File: src/rtl/jump_branch_unit.sv
// Decode-stage jump/branch resolver for the 32-bit DLX pipeline: redirect decision, target and r31 link flop.
// Optional FP branches (BFPT/BFPF with fp_cond) are built only when JUMPBRANCH_FPBR_EN is defined.
module jump_branch_unit (
  input  logic        clk,
  input  logic        reset_n,
  input  logic [0:31] instruction,
  input  logic [31:0] pc_plus_four,
  input  logic [31:0] rs1,
`ifdef JUMPBRANCH_FPBR_EN
  input  logic        fp_cond,
`endif
  output logic [31:0] outputPC,
  output logic        takeBranch,
  output logic [31:0] register31
);

  localparam logic [5:0] OP_J    = 6'h02;
  localparam logic [5:0] OP_JAL  = 6'h03;
  localparam logic [5:0] OP_BEQZ = 6'h04;
  localparam logic [5:0] OP_BNEZ = 6'h05;
  localparam logic [5:0] OP_BFPT = 6'h06;
  localparam logic [5:0] OP_BFPF = 6'h07;
  localparam logic [5:0] OP_JR   = 6'h12;
  localparam logic [5:0] OP_JALR = 6'h13;

  logic [5:0]  opcode;
  logic [31:0] imm16;
  logic [31:0] off26;
  logic        take;
  logic [31:0] target;
  logic        linkEn;
  logic [31:0] link_d;
  logic [31:0] link_q;

  assign opcode = instruction[0:5];
  assign imm16  = {{16{instruction[16]}}, instruction[16:31]};
  assign off26  = {{6{instruction[6]}}, instruction[6:31]};

  // Unknown or unlisted opcodes land in the default arm and never redirect.
  always_comb begin
    take   = 1'b0;
    target = pc_plus_four;
    linkEn = 1'b0;
    case (opcode)
      OP_J: begin
        take   = 1'b1;
        target = pc_plus_four + off26;
      end
      OP_JAL: begin
        take   = 1'b1;
        target = pc_plus_four + off26;
        linkEn = 1'b1;
      end
      OP_BEQZ: begin
        take   = (rs1 == 32'h0);
        target = pc_plus_four + imm16;
      end
      OP_BNEZ: begin
        take   = (rs1 != 32'h0);
        target = pc_plus_four + imm16;
      end
`ifdef JUMPBRANCH_FPBR_EN
      OP_BFPT: begin
        take   = fp_cond;
        target = pc_plus_four + imm16;
      end
      OP_BFPF: begin
        take   = ~fp_cond;
        target = pc_plus_four + imm16;
      end
`else
      OP_BFPT, OP_BFPF: begin
        take   = 1'b0;
        target = pc_plus_four;
      end
`endif
      OP_JR: begin
        take   = 1'b1;
        target = rs1;
      end
      OP_JALR: begin
        take   = 1'b1;
        target = rs1;
        linkEn = 1'b1;
      end
      default: begin
        take   = 1'b0;
        target = pc_plus_four;
      end
    endcase
  end

  // Reset suppresses any redirect combinationally, not just from the next edge.
  assign takeBranch = reset_n & take;
  assign outputPC   = takeBranch ? target : pc_plus_four;

  assign link_d = linkEn ? pc_plus_four : link_q;

  always_ff @(posedge clk or negedge reset_n) begin
    if (!reset_n) link_q <= 32'h0;
    else          link_q <= link_d;
  end

  assign register31 = link_q;

endmodule

File: config.mk
export PLATFORM = sky130hd
export DESIGN_NAME = jump_branch_unit
export DESIGN_NICKNAME = d
export VERILOG_FILES = /design/src/rtl/jump_branch_unit.sv
export SDC_FILE = /design/constraint.sdc
export NUM_CORES = 1
export LEC_CHECK = 0
export CORE_ASPECT_RATIO = 1.25
export CORE_UTILIZATION = 35
export CTS_CLUSTER_DIAMETER = 200
export DETAILED_ROUTE_END_ITERATION = 12
export PLACE_DENSITY_LB_ADDON = 0.05
export SLEW_MARGIN = 10
export SYNTH_ARGS = -nofsm -noshare
export SYNTH_HDL_FRONTEND = slang
export SYNTH_SLANG_ARGS = --single-unit
File: constraint.sdc
create_clock -name clk -period 6.5 [get_ports clk]
set_input_delay 0.975 -clock clk [delete_from_list [all_inputs] [get_ports clk]]
set_output_delay 0.975 -clock clk [all_outputs]
set_load 0.005 [all_outputs]
# Word level (Yosys, flattened, before mapping)
# Index checks and enable logic that the tools add are counted.
dict set report totals {
  ff_bits 32
  inputBits 98
  out_inout_bits 65
  elab_cells 21
}
dict set report op_classes {
  addsub 2
  n_eq_ne 6
  mux 4
  bitwise_logic 1
  reduce_logical 7
}
# cell n
set ops {}
lappend ops {{one-hot mux 32 bit (3 select lines)} 1}
lappend ops {{adder 32 bit} 2}
lappend ops {{zero test 32 bit} 1}
lappend ops {{two-way mux 32 bit} 1}
lappend ops {{nonzero test 32 bit} 1}
lappend ops {{equality test 6 x 2 -> 1 bit (second input constant)} 2}
lappend ops {{equality test 6 x 3 -> 1 bit (second input constant)} 2}
lappend ops {{equality test 6 x 5 -> 1 bit (second input constant)} 2}
lappend ops {{OR reduction 2 bit} 4}
lappend ops {{OR reduction 4 bit} 1}
lappend ops {{one-hot mux 1 bit (3 select lines)} 1}
lappend ops {{bitwise AND 1 bit} 1}
lappend ops {{two-way mux 1 bit} 1}

# Logic depth before layout (Yosys ltp)
# Gate-level depths: netlist of the first run.
dict set report logic_depth {
  depth_word 5
  ltp_mapped 14
  depth_no_buf 12
}

# Least setup slack after synthesis of the first run
# No wires, ideal clock.
dict set report synth_path {
  kind {input to output}
  from {input port instruction[2] (netlist name)}
  to {output port outputPC[29]}
  t_arrival_ns 3.705
  required_ns 5.525
  setup_slack_ns 1.820
  path_stages 13
  path_buffers 2
  path_cell_list {nor4_1 > nand2_1 > clkbuf_1 > a21o_1 > ha_1 > buf_2 > a21o_1 > a21o_1 > or3_1 > o2111ai_2 > a21boi_1 > o31a_1 > o31ai_1}
}
dict set report synth_between {
  elab_chain_len 5
  elab_cells_between_ends 14
  cone_classes {eq/ne: 6; mux: 3; bitwise: 1; reduce/logical: 4}
}
# element line
set synth_rtl {}
lappend synth_rtl {{start: declaration} 6} ;# input logic [0:31] instruction,
lappend synth_rtl {{equality test 6 x 5 -> 1 bit or equality test 6 x 2 -> 1 bit (tied branches)} 44} ;# case (opcode)
lappend synth_rtl {{OR reduction 4 bit (no line)} -}
lappend synth_rtl {{one-hot mux 1 bit (3 select lines)} 44}
lappend synth_rtl {{bitwise AND 1 bit} 94} ;# assign takeBranch = reset_n & take;
lappend synth_rtl {{two-way mux 32 bit *} 95} ;# assign outputPC = takeBranch ? target : pc_plus_four;
lappend synth_rtl {{end: declaration} 12} ;# output logic [31:0] outputPC,
# Mark *: on every way between the ends. The rest lies on a longest branch, timed or not.

# Worst setup path after layout of the first run
dict set report layout_path {
  from {input port instruction[1] (netlist name)}
  to {output port outputPC[29]}
}
# Same word-level chain as after synthesis.

==> reports/results.ini, run 1 <==
[status]
status=complete, no violations

[job]
drv_cap=0

[floorplan]
row_count=41
initial_core_util_pct=36.6
die_area_um2=11100
core-area_um2=10300
design.portCount=163
die_width_um=94.6
die_h_um=118

[critical_path]
critPathTopFamily=compound AO/OA/AOI/OAI gates
r2r_slack_ns=5.74
crit_top_cell=a21o_1
worst_ep_arrival_time_ns=5.08
start_kind=primary input
worstReg2RegEnd=register31[21]$_DFFE_PN0P_
cp-end-kind=output port
crit_required_ns=5.52
slowest_stage=clkdlybuf4s50_1
cp_num_cells=13
endpoint=outputPC[29]
reg2reg_depth=1
path_cells=clkdlybuf4s50_1 > nor4_1 > nand2_1 > a21o_1 > ha_1 > a21o_1 > a21o_1 > or3_1 > o2111ai_2 > a21boi_1 > o31a_1 > o31ai_1 > clkdlybuf4s50_1
crit_buf_inv=2
timing.rr.start=register31[21]$_DFFE_PN0P_
slowest_delay_ns=0.54
crit_type=in -> out
worstPathMaxFanout=8
startpoint=instruction[1]

[yosys]
muxShareOfSynthArea_pct=10.4
synth_top_area_share_pct=21.3
syn_nets=588
synth_area_um2=3750
synth-edff-count=0
synthAdderAreaFrac_pct=10.9
yosys_warnings=0
synth_top_family_by_area=compound AO/OA/AOI/OAI gates
yosys.area_share.simple_pct=19.5
synth.largest_area_cell=dfrtp_1
syn_inst=458
synth_cell_types=62
synth_top_cells_by_area=dfrtp_1, ha_1, mux2_2
synth.avg_cell_area_um2=8.20
seq_area_frac_synth_pct=21.3
synth_xor_xnor_area_share_pct=4.43
synthFlopType=dfrtp_1
synth-compound-area-share_pct=30.4
synthArstFlopShare_pct=100
ys_ff_latch=32

[layout]
final_common_cell=clkdlybuf4s50_1
final_cell_mix=clkdlybuf4s50_1, nor2_1, nand2_1
final_nets=744
final_cells=744
drive_above_1_share_pct=10.1
diodes=0
largest_reg_flops=32
area.growth.synth_to_final_pct=50.6

[detailed_routing]
vias=4239
highest_layer=met4
routed_wl_um=13500
post_drt_wl_per_cell_um=18.2
drt_iter0_drc=145
wl_met1_um=5780
dr_wl_met3_um=817
via_per_inst=5.70
first_pass_iters=4
drc=0
ant_nets=0
met2_length_um=6650

[power]
power.switching_w=0.000301
p_comb_share_pct=47.7
clockPowerShare_pct=24.9
seqPwrFrac_pct=27.4
power_density_nw_per_um2=172
vdd_drop_max_mv=0.109
sw_frac_of_total_pct=30.9
p_int_w=0.000671
power.leakage_nw=2.38

[clock_network]
ctsHoldBuffers=0
cts_sinks=32
cts-root-buf=clkbuf_16
cts_buffers=5
cts_tree=yes
cts_resized=0
h-tree-depth=2
path_clk_slew_ns=0.05
post_cts.repair.setup_buffers=0
worstSkewPairLatency_ns=0.28
clock_path_buffers=2

[sta]
fin_setup_tns_ns=0
clock.fmax_mhz=165
finalSetupViolCount=0
hold_ws_ns=0.489
period_share_pct=93.1
min_period_ns=6.05
slew-limit-headroom_pct=58.2
skew_ns=0
worst_slew_pin_slew_ns=0.626
rsz0062_at_grt=no
slew_violations=0
finalHoldViolations=0

[global_route]
antenna_found_initial=0
overflow=0
grt_use_total_pct=24.3
grt_pass1_wl_um=21300
grt_max_degree=35
grt_pass1_vias=4220

[placed_design]
gp_congestion=0.901
io_buffers=162
dp_hpwl_um=10600
dp.cells=736

[min_path]
hold_path_class=reg -> reg
min_from=register31[31]$_DFFE_PN0P_

worst min-delay path by stage:
| stage | cells after the start | to | slack (ns) |
|---|---|---|---|
| global placement | 2 | register31[31]$_DFFE_PN0P_ | 0.47 |
| finish | 2 | register31[31]$_DFFE_PN0P_ | 0.49 |
| global route | 1 | register31[9]$_DFFE_PN0P_ | 0.51 |
| CTS | 2 | register31[31]$_DFFE_PN0P_ | 0.50 |
| detailed placement | 2 | register31[31]$_DFFE_PN0P_ | 0.48 |
| floorplan | 2 | register31[31]$_DFFE_PN0P_ | 0.47 |
synthesized netlist by cell type (all sizes together) (6+ instances only):
cell type	number
nor2	53
nand2	42
a21oi	35
mux2	33
dfrtp	32
a21o	31
ha	31
o21ai	25
a221oi	17
clkbuf	14
xnor2	12
nor4	10
a31oi	8
buf	8
and3	7
nand3	7
xor2	7
inv	6
kinds of logic after synthesis:
logic type / after synthesis
AO/OA/AOI/OAI: 160
XOR/XNOR: 19
adder cells (fa/ha/maj): 32
buffers and inverters: 28
flip-flops: 32
multiplexers: 35
AND/OR/NAND/NOR: 152
final cells by class:
class,instances,area [um^2]
clock buffers,8,146
well taps,129,161
multi-input cells,398,2840
repair buffers,171,1680
fillers,974,4610
inverters,6,22.5
flip-flops and latches,32,801
metrics by stage:
step | total power (W) | util [%] | setup slack, ns | instance area, um^2
floorplan | 0.000489 | - | 1.82 | 3750
CTS | 0.000982 | 55.1 | 0.428 | 5650
detailed placement | 0.000732 | 53.7 | 0.442 | 5510
global placement | 0.000729 | 53.7 | 0.488 | 5510
finish | 0.000972 | 55.1 | 0.447 | 5650
global route | 0.00103 | 55.1 | 0.203 | 5650
power by group through the flow:
stage          Sequential, W  Clock, W  Combinational [W]
5_1_grt             0.000273  0.000257           0.000501
3_3_place_gp        0.000268         0           0.000461
3_5_place_dp        0.000271         0           0.000462
6_report            0.000266  0.000242           0.000463
2_1_floorplan       0.000274         0           0.000215
4_1_cts             0.000267  0.000250           0.000465
per-layer routing:
layer,vias to the layer above,track usage [%]
li1,2058,-
met1,2009,30.3
met2,155,42.5
met3,17,3.42
met4,0,7.29
met5,-,0
Note: power is estimated with default switching activity, not from simulation.
==> run 2: changes to the inputs <==
--- a/config.mk
+++ b/config.mk
@@ -6,9 +6,11 @@
 export NUM_CORES = 1
 export LEC_CHECK = 0
 export CORE_ASPECT_RATIO = 1.25
+export CORE_MARGIN = 10
 export CORE_UTILIZATION = 35
 export CTS_CLUSTER_DIAMETER = 200
 export DETAILED_ROUTE_END_ITERATION = 12
+export HOLD_SLACK_MARGIN = 0.05
 export PLACE_DENSITY_LB_ADDON = 0.05
 export SLEW_MARGIN = 10
 export SYNTH_ARGS = -nofsm -noshare
==> run 2 against run 1 <==
Sequential cell count is the same. Combinational power is 2% higher. Fmax increased by 0.81%. Global-route usage is 4.6 points lower. Final cell count is 0.40% higher. Die area grew 37%. Via count about the same. Utilization decreased by 1.5 points. First-iteration DRC count up 27%. Count of clock-buffer cells in the layout shrank 2. Worst hold slack lost 0.0083 ns. Critical path type unchanged. Critical endpoint unchanged. Largest power group unchanged. Highest routed layer unchanged.
==> reports/results.ini, run 2 (synthesis gave the netlist of run 1 again) <==
[detailed_routing]
via_per_inst=5.68  ; -0.38%
post_drt_wl_per_cell_um=20.9  ; +15%
first_pass_iters=5  ; +1
ant_nets=0  ; unchanged
drc=0  ; unchanged
routed_wl_um=15600  ; +16%
vias=4240  ; +0.024%
drt_iter0_drc=184  ; +27%

[clock_network]
ctsHoldBuffers=0  ; unchanged
worstSkewPairLatency_ns=0.29  ; about the same
cts_tree=yes
cts_sinks=32  ; unchanged
cts_buffers=5  ; unchanged
cts_resized=0  ; unchanged
path_clk_slew_ns=0.05  ; about the same
clock_path_buffers=2  ; unchanged
h-tree-depth=2  ; unchanged
cts-root-buf=clkbuf_16
post_cts.repair.setup_buffers=0  ; unchanged

[layout]
drive_above_1_share_pct=10.4  ; +0.33 points
final_cells=747  ; +0.40%
diodes=0  ; unchanged
largest_reg_flops=32  ; unchanged
final_cell_mix=clkdlybuf4s50_1, nor2_1, nand2_1
final_nets=744  ; unchanged
final_common_cell=clkdlybuf4s50_1
area.growth.synth_to_final_pct=50.7

[sta]
rsz0062_at_grt=no
min_period_ns=6.00  ; -0.0485 ns
fin_setup_tns_ns=0  ; unchanged
clock.fmax_mhz=167  ; +0.81%
slew_violations=0  ; unchanged
finalSetupViolCount=0  ; unchanged
slew-limit-headroom_pct=41.9  ; -16 points
worst_slew_pin_slew_ns=0.872  ; +0.245 ns
skew_ns=0  ; unchanged
finalHoldViolations=0  ; unchanged
hold_ws_ns=0.481  ; -0.00831 ns
period_share_pct=92.4  ; -0.75 points

[floorplan]
row_count=42  ; +2.4%
design.portCount=163  ; unchanged
die_width_um=113  ; +19%
die_area_um2=15300  ; +37%
die_h_um=136  ; +15%
core-area_um2=10600  ; +3.0%
initial_core_util_pct=35.5  ; -1.0 points

[critical_path]
start_kind=primary input
cp-end-kind=output port
crit_type=in -> out
crit_required_ns=5.52  ; about the same
reg2reg_depth=1  ; unchanged
worstPathMaxFanout=13  ; +5
worst_ep_arrival_time_ns=5.03  ; -0.05 ns

[min_path]
min_path_cells=2  ; unchanged
hold_path_class=reg -> reg

[global_route]
antenna_found_initial=0  ; unchanged
grt_pass1_wl_um=24500  ; +15%
grt_pass1_vias=4513  ; +6.9%
grt_use_total_pct=19.8  ; -4.6 points
grt_max_degree=35  ; unchanged
overflow=0  ; unchanged

[placed_design]
dp.cells=739  ; +0.41%
io_buffers=162  ; unchanged
dp_hpwl_um=12600  ; +19%
gp_congestion=0.903  ; +0.23%

[power]
power_density_nw_per_um2=174  ; +1.2%
p_total_w=0.000985  ; +1.3%
vdd_drop_max_mv=0.0985  ; -9.4%
power.leakage_nw=2.39  ; +0.26%

[job]
drv_cap=0  ; unchanged

[status]
status=complete, no violations

==> run 2: final cells by class <==
cell class	count	area, um^2
clock buffers	6	139
clock inverters	2	10.0
fillers	1012	4900
inverters	6	22.5
multi-input cells	398	2840
flip-flops and latches	32	801
well taps	132	165
repair buffers	171	1680
==> run 2: path summary, 6_finish.rpt <==
path                                            start                         end  slack (ns)
setup / recovery                       instruction[1]                outputPC[29]        0.50
hold / removal             register31[31]$_DFFE_PN0P_  register31[31]$_DFFE_PN0P_        0.48
setup reg to reg           register31[16]$_DFFE_PN0P_  register31[16]$_DFFE_PN0P_        5.73
hold reg to reg            register31[31]$_DFFE_PN0P_  register31[31]$_DFFE_PN0P_        0.48
max in group asynchronous                     reset_n  register31[25]$_DFFE_PN0P_        5.15
min in group asynchronous                     reset_n   register31[4]$_DFFE_PN0P_        0.80
==> run 2: where the power goes <==
part           internal, W  switching, W  total, W  leakage (nW)
combinational     0.000273      0.000200  0.000473          1.92
clock             0.000151     0.0000946  0.000246        0.0766
sequential        0.000245     0.0000203  0.000266         0.393
total             0.000670      0.000315  0.000985          2.39
==> run 2: metal layers <==
metal / GRT usage (%) / wire length [um] / part of all wire, % / vias up
li1: - / - / - / 2056
met5: 0 / 0 / 0 / -
met2: 36.7 / 8230 / 53 / 143
met3: 5.23 / 1040 / 6.6 / 12
met4: 4.94 / 212 / 1.4 / 0
met1: 21.5 / 6150 / 39 / 2029
==> run 2: worst max-delay path, stage by stage <==
cell and delay [ns]:
clkdlybuf4s50_1 0.51, nor4_1 0.42, nand2_1 0.10, buf_4 0.20
a21o_1 0.19, ha_1 0.36, a21o_1 0.18, a21o_1 0.18
or3_1 0.37, o2111ai_2 0.32, a21boi_1 0.15, o31a_1 0.26
o31ai_1 0.23, clkdlybuf4s50_1 0.56
==> run 2: through the flow <==
step | utilization (%) | cell area (um^2) | worst slack [ns]
after floorplan | - | 3750 | 1.82
after global placement | 52.2 | 5510 | 0.507
after detailed placement | 52.2 | 5510 | 0.519
after CTS | 53.6 | 5660 | 0.469
after global routing | 53.6 | 5660 | 0.202
final | 53.6 | 5660 | 0.496
==> run 3: changes to the inputs <==
--- a/config.mk
+++ b/config.mk
@@ -8,6 +8,7 @@
 export CORE_ASPECT_RATIO = 1.25
 export CORE_MARGIN = 10
 export CORE_UTILIZATION = 35
+export CTS_BUF_LIST = sky130_fd_sc_hd__clkbuf_16
 export CTS_CLUSTER_DIAMETER = 200
 export DETAILED_ROUTE_END_ITERATION = 12
 export HOLD_SLACK_MARGIN = 0.05
==> run 3 against run 2 <==
Worst setup slack worse by 0.018 ns. Largest power group unchanged. Critical path depth down 1. Die area stayed put. Highest routed layer unchanged. Worst hold slack improved by 0.0043 ns. Register-to-register slack about the same. Sequential share of layout area about the same.
==> reports/results.ini, run 3 (synthesis gave the netlist of run 1 again) <==
[placed_design]
place_ws_ns=0.519  ; unchanged
dp_hpwl_um=12600  ; unchanged
io_buffers=162  ; unchanged
dpl_cell_area_um2=5510  ; unchanged
gp_congestion=0.903  ; unchanged

[critical_path]
critPathTopFamily=compound AO/OA/AOI/OAI gates
crit_type=in -> out
timing.rr.start=register31[16]$_DFFE_PN0P_
slowest_delay_ns=0.57  ; about the same
cp_num_cells=13  ; -1
start_kind=primary input
reg2reg_depth=1  ; unchanged
crit_required_ns=5.52  ; about the same
crit_buf_inv=3  ; unchanged
worst_ep_arrival_time_ns=5.05  ; +0.02 ns
endpoint=outputPC[29]
slowest_stage=clkdlybuf4s50_1
cp-end-kind=output port
worstPathMaxFanout=9  ; -4
startpoint=instruction[1]
r2r_slack_ns=5.73  ; about the same
path_cells=clkdlybuf4s50_1 > nor4_1 > and3_1 > buf_4 > a21o_1 > ha_1 > a21o_1 > or3_1 > o2111ai_2 > a21boi_1 > o31a_1 > o31ai_1 > clkdlybuf4s50_1
worstReg2RegEnd=register31[16]$_DFFE_PN0P_

[sta]
skew_ns=0  ; unchanged
finalSetupViolCount=0  ; unchanged
slew_violations=0  ; unchanged
worst_slew_pin_slew_ns=0.876  ; +0.00467 ns
clock.fmax_mhz=166  ; -0.29%
rsz0062_at_grt=no
slew-limit-headroom_pct=41.6  ; -0.31 points
post-route-worst-setup-slack_ns=0.478  ; -0.0176 ns
finalHoldViolations=0  ; unchanged
min_period_ns=6.02  ; +0.0175 ns
period_share_pct=92.6  ; +0.27 points
fin_setup_tns_ns=0  ; unchanged

[detailed_routing]
post_drt_wl_per_cell_um=20.8  ; -0.54%
vias=4241  ; +0.024%
via_per_inst=5.68  ; about the same
drt_iter0_drc=184  ; unchanged
routed_wl_um=15500  ; -0.54%
drc=0  ; unchanged
first_pass_iters=4  ; -1
ant_nets=0  ; unchanged

[layout]
diodes=0  ; unchanged
finalInstanceArea_um2=5650  ; -0.18%
area.growth.synth_to_final_pct=50.5
largest_reg_flops=32  ; unchanged
final_cell_mix=clkdlybuf4s50_1, nor2_1, nand2_1
drive_above_1_share_pct=10.2  ; -0.16 points
final_common_cell=clkdlybuf4s50_1
final_nets=744  ; unchanged

[global_route]
grt_max_degree=35  ; unchanged
grt_pass1_wl_um=24500  ; -0.11%
grt_use_total_pct=19.7  ; -0.046 points
antenna_found_initial=0  ; unchanged
overflow=0  ; unchanged
grt_pass1_vias=4513  ; unchanged

[power]
power_density_nw_per_um2=172  ; -1.1%
p_total_w=0.000972  ; -1.2%
vdd_drop_max_mv=0.0985  ; about the same
power.leakage_nw=2.38  ; -0.24%

[clock_network]
cts_sinks=32  ; unchanged
path_clk_slew_ns=0.05  ; about the same
h-tree-depth=2  ; unchanged
clock_path_buffers=2  ; unchanged
cts_buffers=5  ; unchanged
worstSkewPairLatency_ns=0.28  ; about the same
ctsHoldBuffers=0  ; unchanged
cts-root-buf=clkbuf_16
post_cts.repair.setup_buffers=0  ; unchanged
cts_resized=0  ; unchanged
cts_tree=yes

[floorplan]
core-area_um2=10600  ; unchanged
design.portCount=163  ; unchanged
initial_core_util_pct=35.5  ; unchanged
row_count=42  ; unchanged
die_h_um=136  ; unchanged
die_area_um2=15300  ; unchanged
die_width_um=113  ; unchanged

[job]
drv_cap=0  ; unchanged

[status]
status=complete, no violations

[min_path]
hold_path_class=reg -> reg
min_path_cells=2  ; unchanged

## run 3: through the flow
step           util [%]  hold slack [ns]  cells
2_1_floorplan         -            0.473    458
4_1_cts            53.5            0.490    747
3_5_place_dp       52.2            0.478    739
5_1_grt            53.5            0.509    747
3_3_place_gp       52.2            0.472    739
6_report           53.5            0.485    747
## run 3: worst min-delay path, delay by kind of cell (launching register included)
| family | cells | cell delay, ns |
|---|---|---|
| AND/OR/NAND/NOR | 1 | 0.04 |
| flip-flops | 1 | 0.34 |
| AO/OA/AOI/OAI | 1 | 0.07 |
## run 3: worst min path at each step
stage                                           from                          to
after global routing      register31[10]$_DFFE_PN0P_  register31[10]$_DFFE_PN0P_
final                     register31[31]$_DFFE_PN0P_  register31[31]$_DFFE_PN0P_
after floorplan           register31[31]$_DFFE_PN0P_  register31[31]$_DFFE_PN0P_
after global placement    register31[31]$_DFFE_PN0P_  register31[31]$_DFFE_PN0P_
after CTS                 register31[31]$_DFFE_PN0P_  register31[31]$_DFFE_PN0P_
after detailed placement  register31[31]$_DFFE_PN0P_  register31[31]$_DFFE_PN0P_
## run 3: where the power goes
part           switching (W)  internal (W)  leakage, nW  total, W
clock network      0.0000943      0.000139       0.0710  0.000234
logic               0.000200      0.000273         1.92  0.000473
registers          0.0000203      0.000245        0.393  0.000266
total               0.000314      0.000658         2.38  0.000972
## run 3: layout make-up
cell class                      count  area (um^2)
Inverter                            6         22.5
Clock inverter                      3         13.8
Tap cell                          132          165
Clock buffer                        5          125
Multi-Input combinational cell    398         2840
Fill cell                        1013         4910
Sequential cell                    32          801
Timing Repair Buffer              171         1680
## run 3: per-layer routing
layer	GRT usage, %	share of wire, %
met5	0	0
met1	21.5	39
met2	36.7	52
met4	4.87	1.3
met3	5.14	7.3
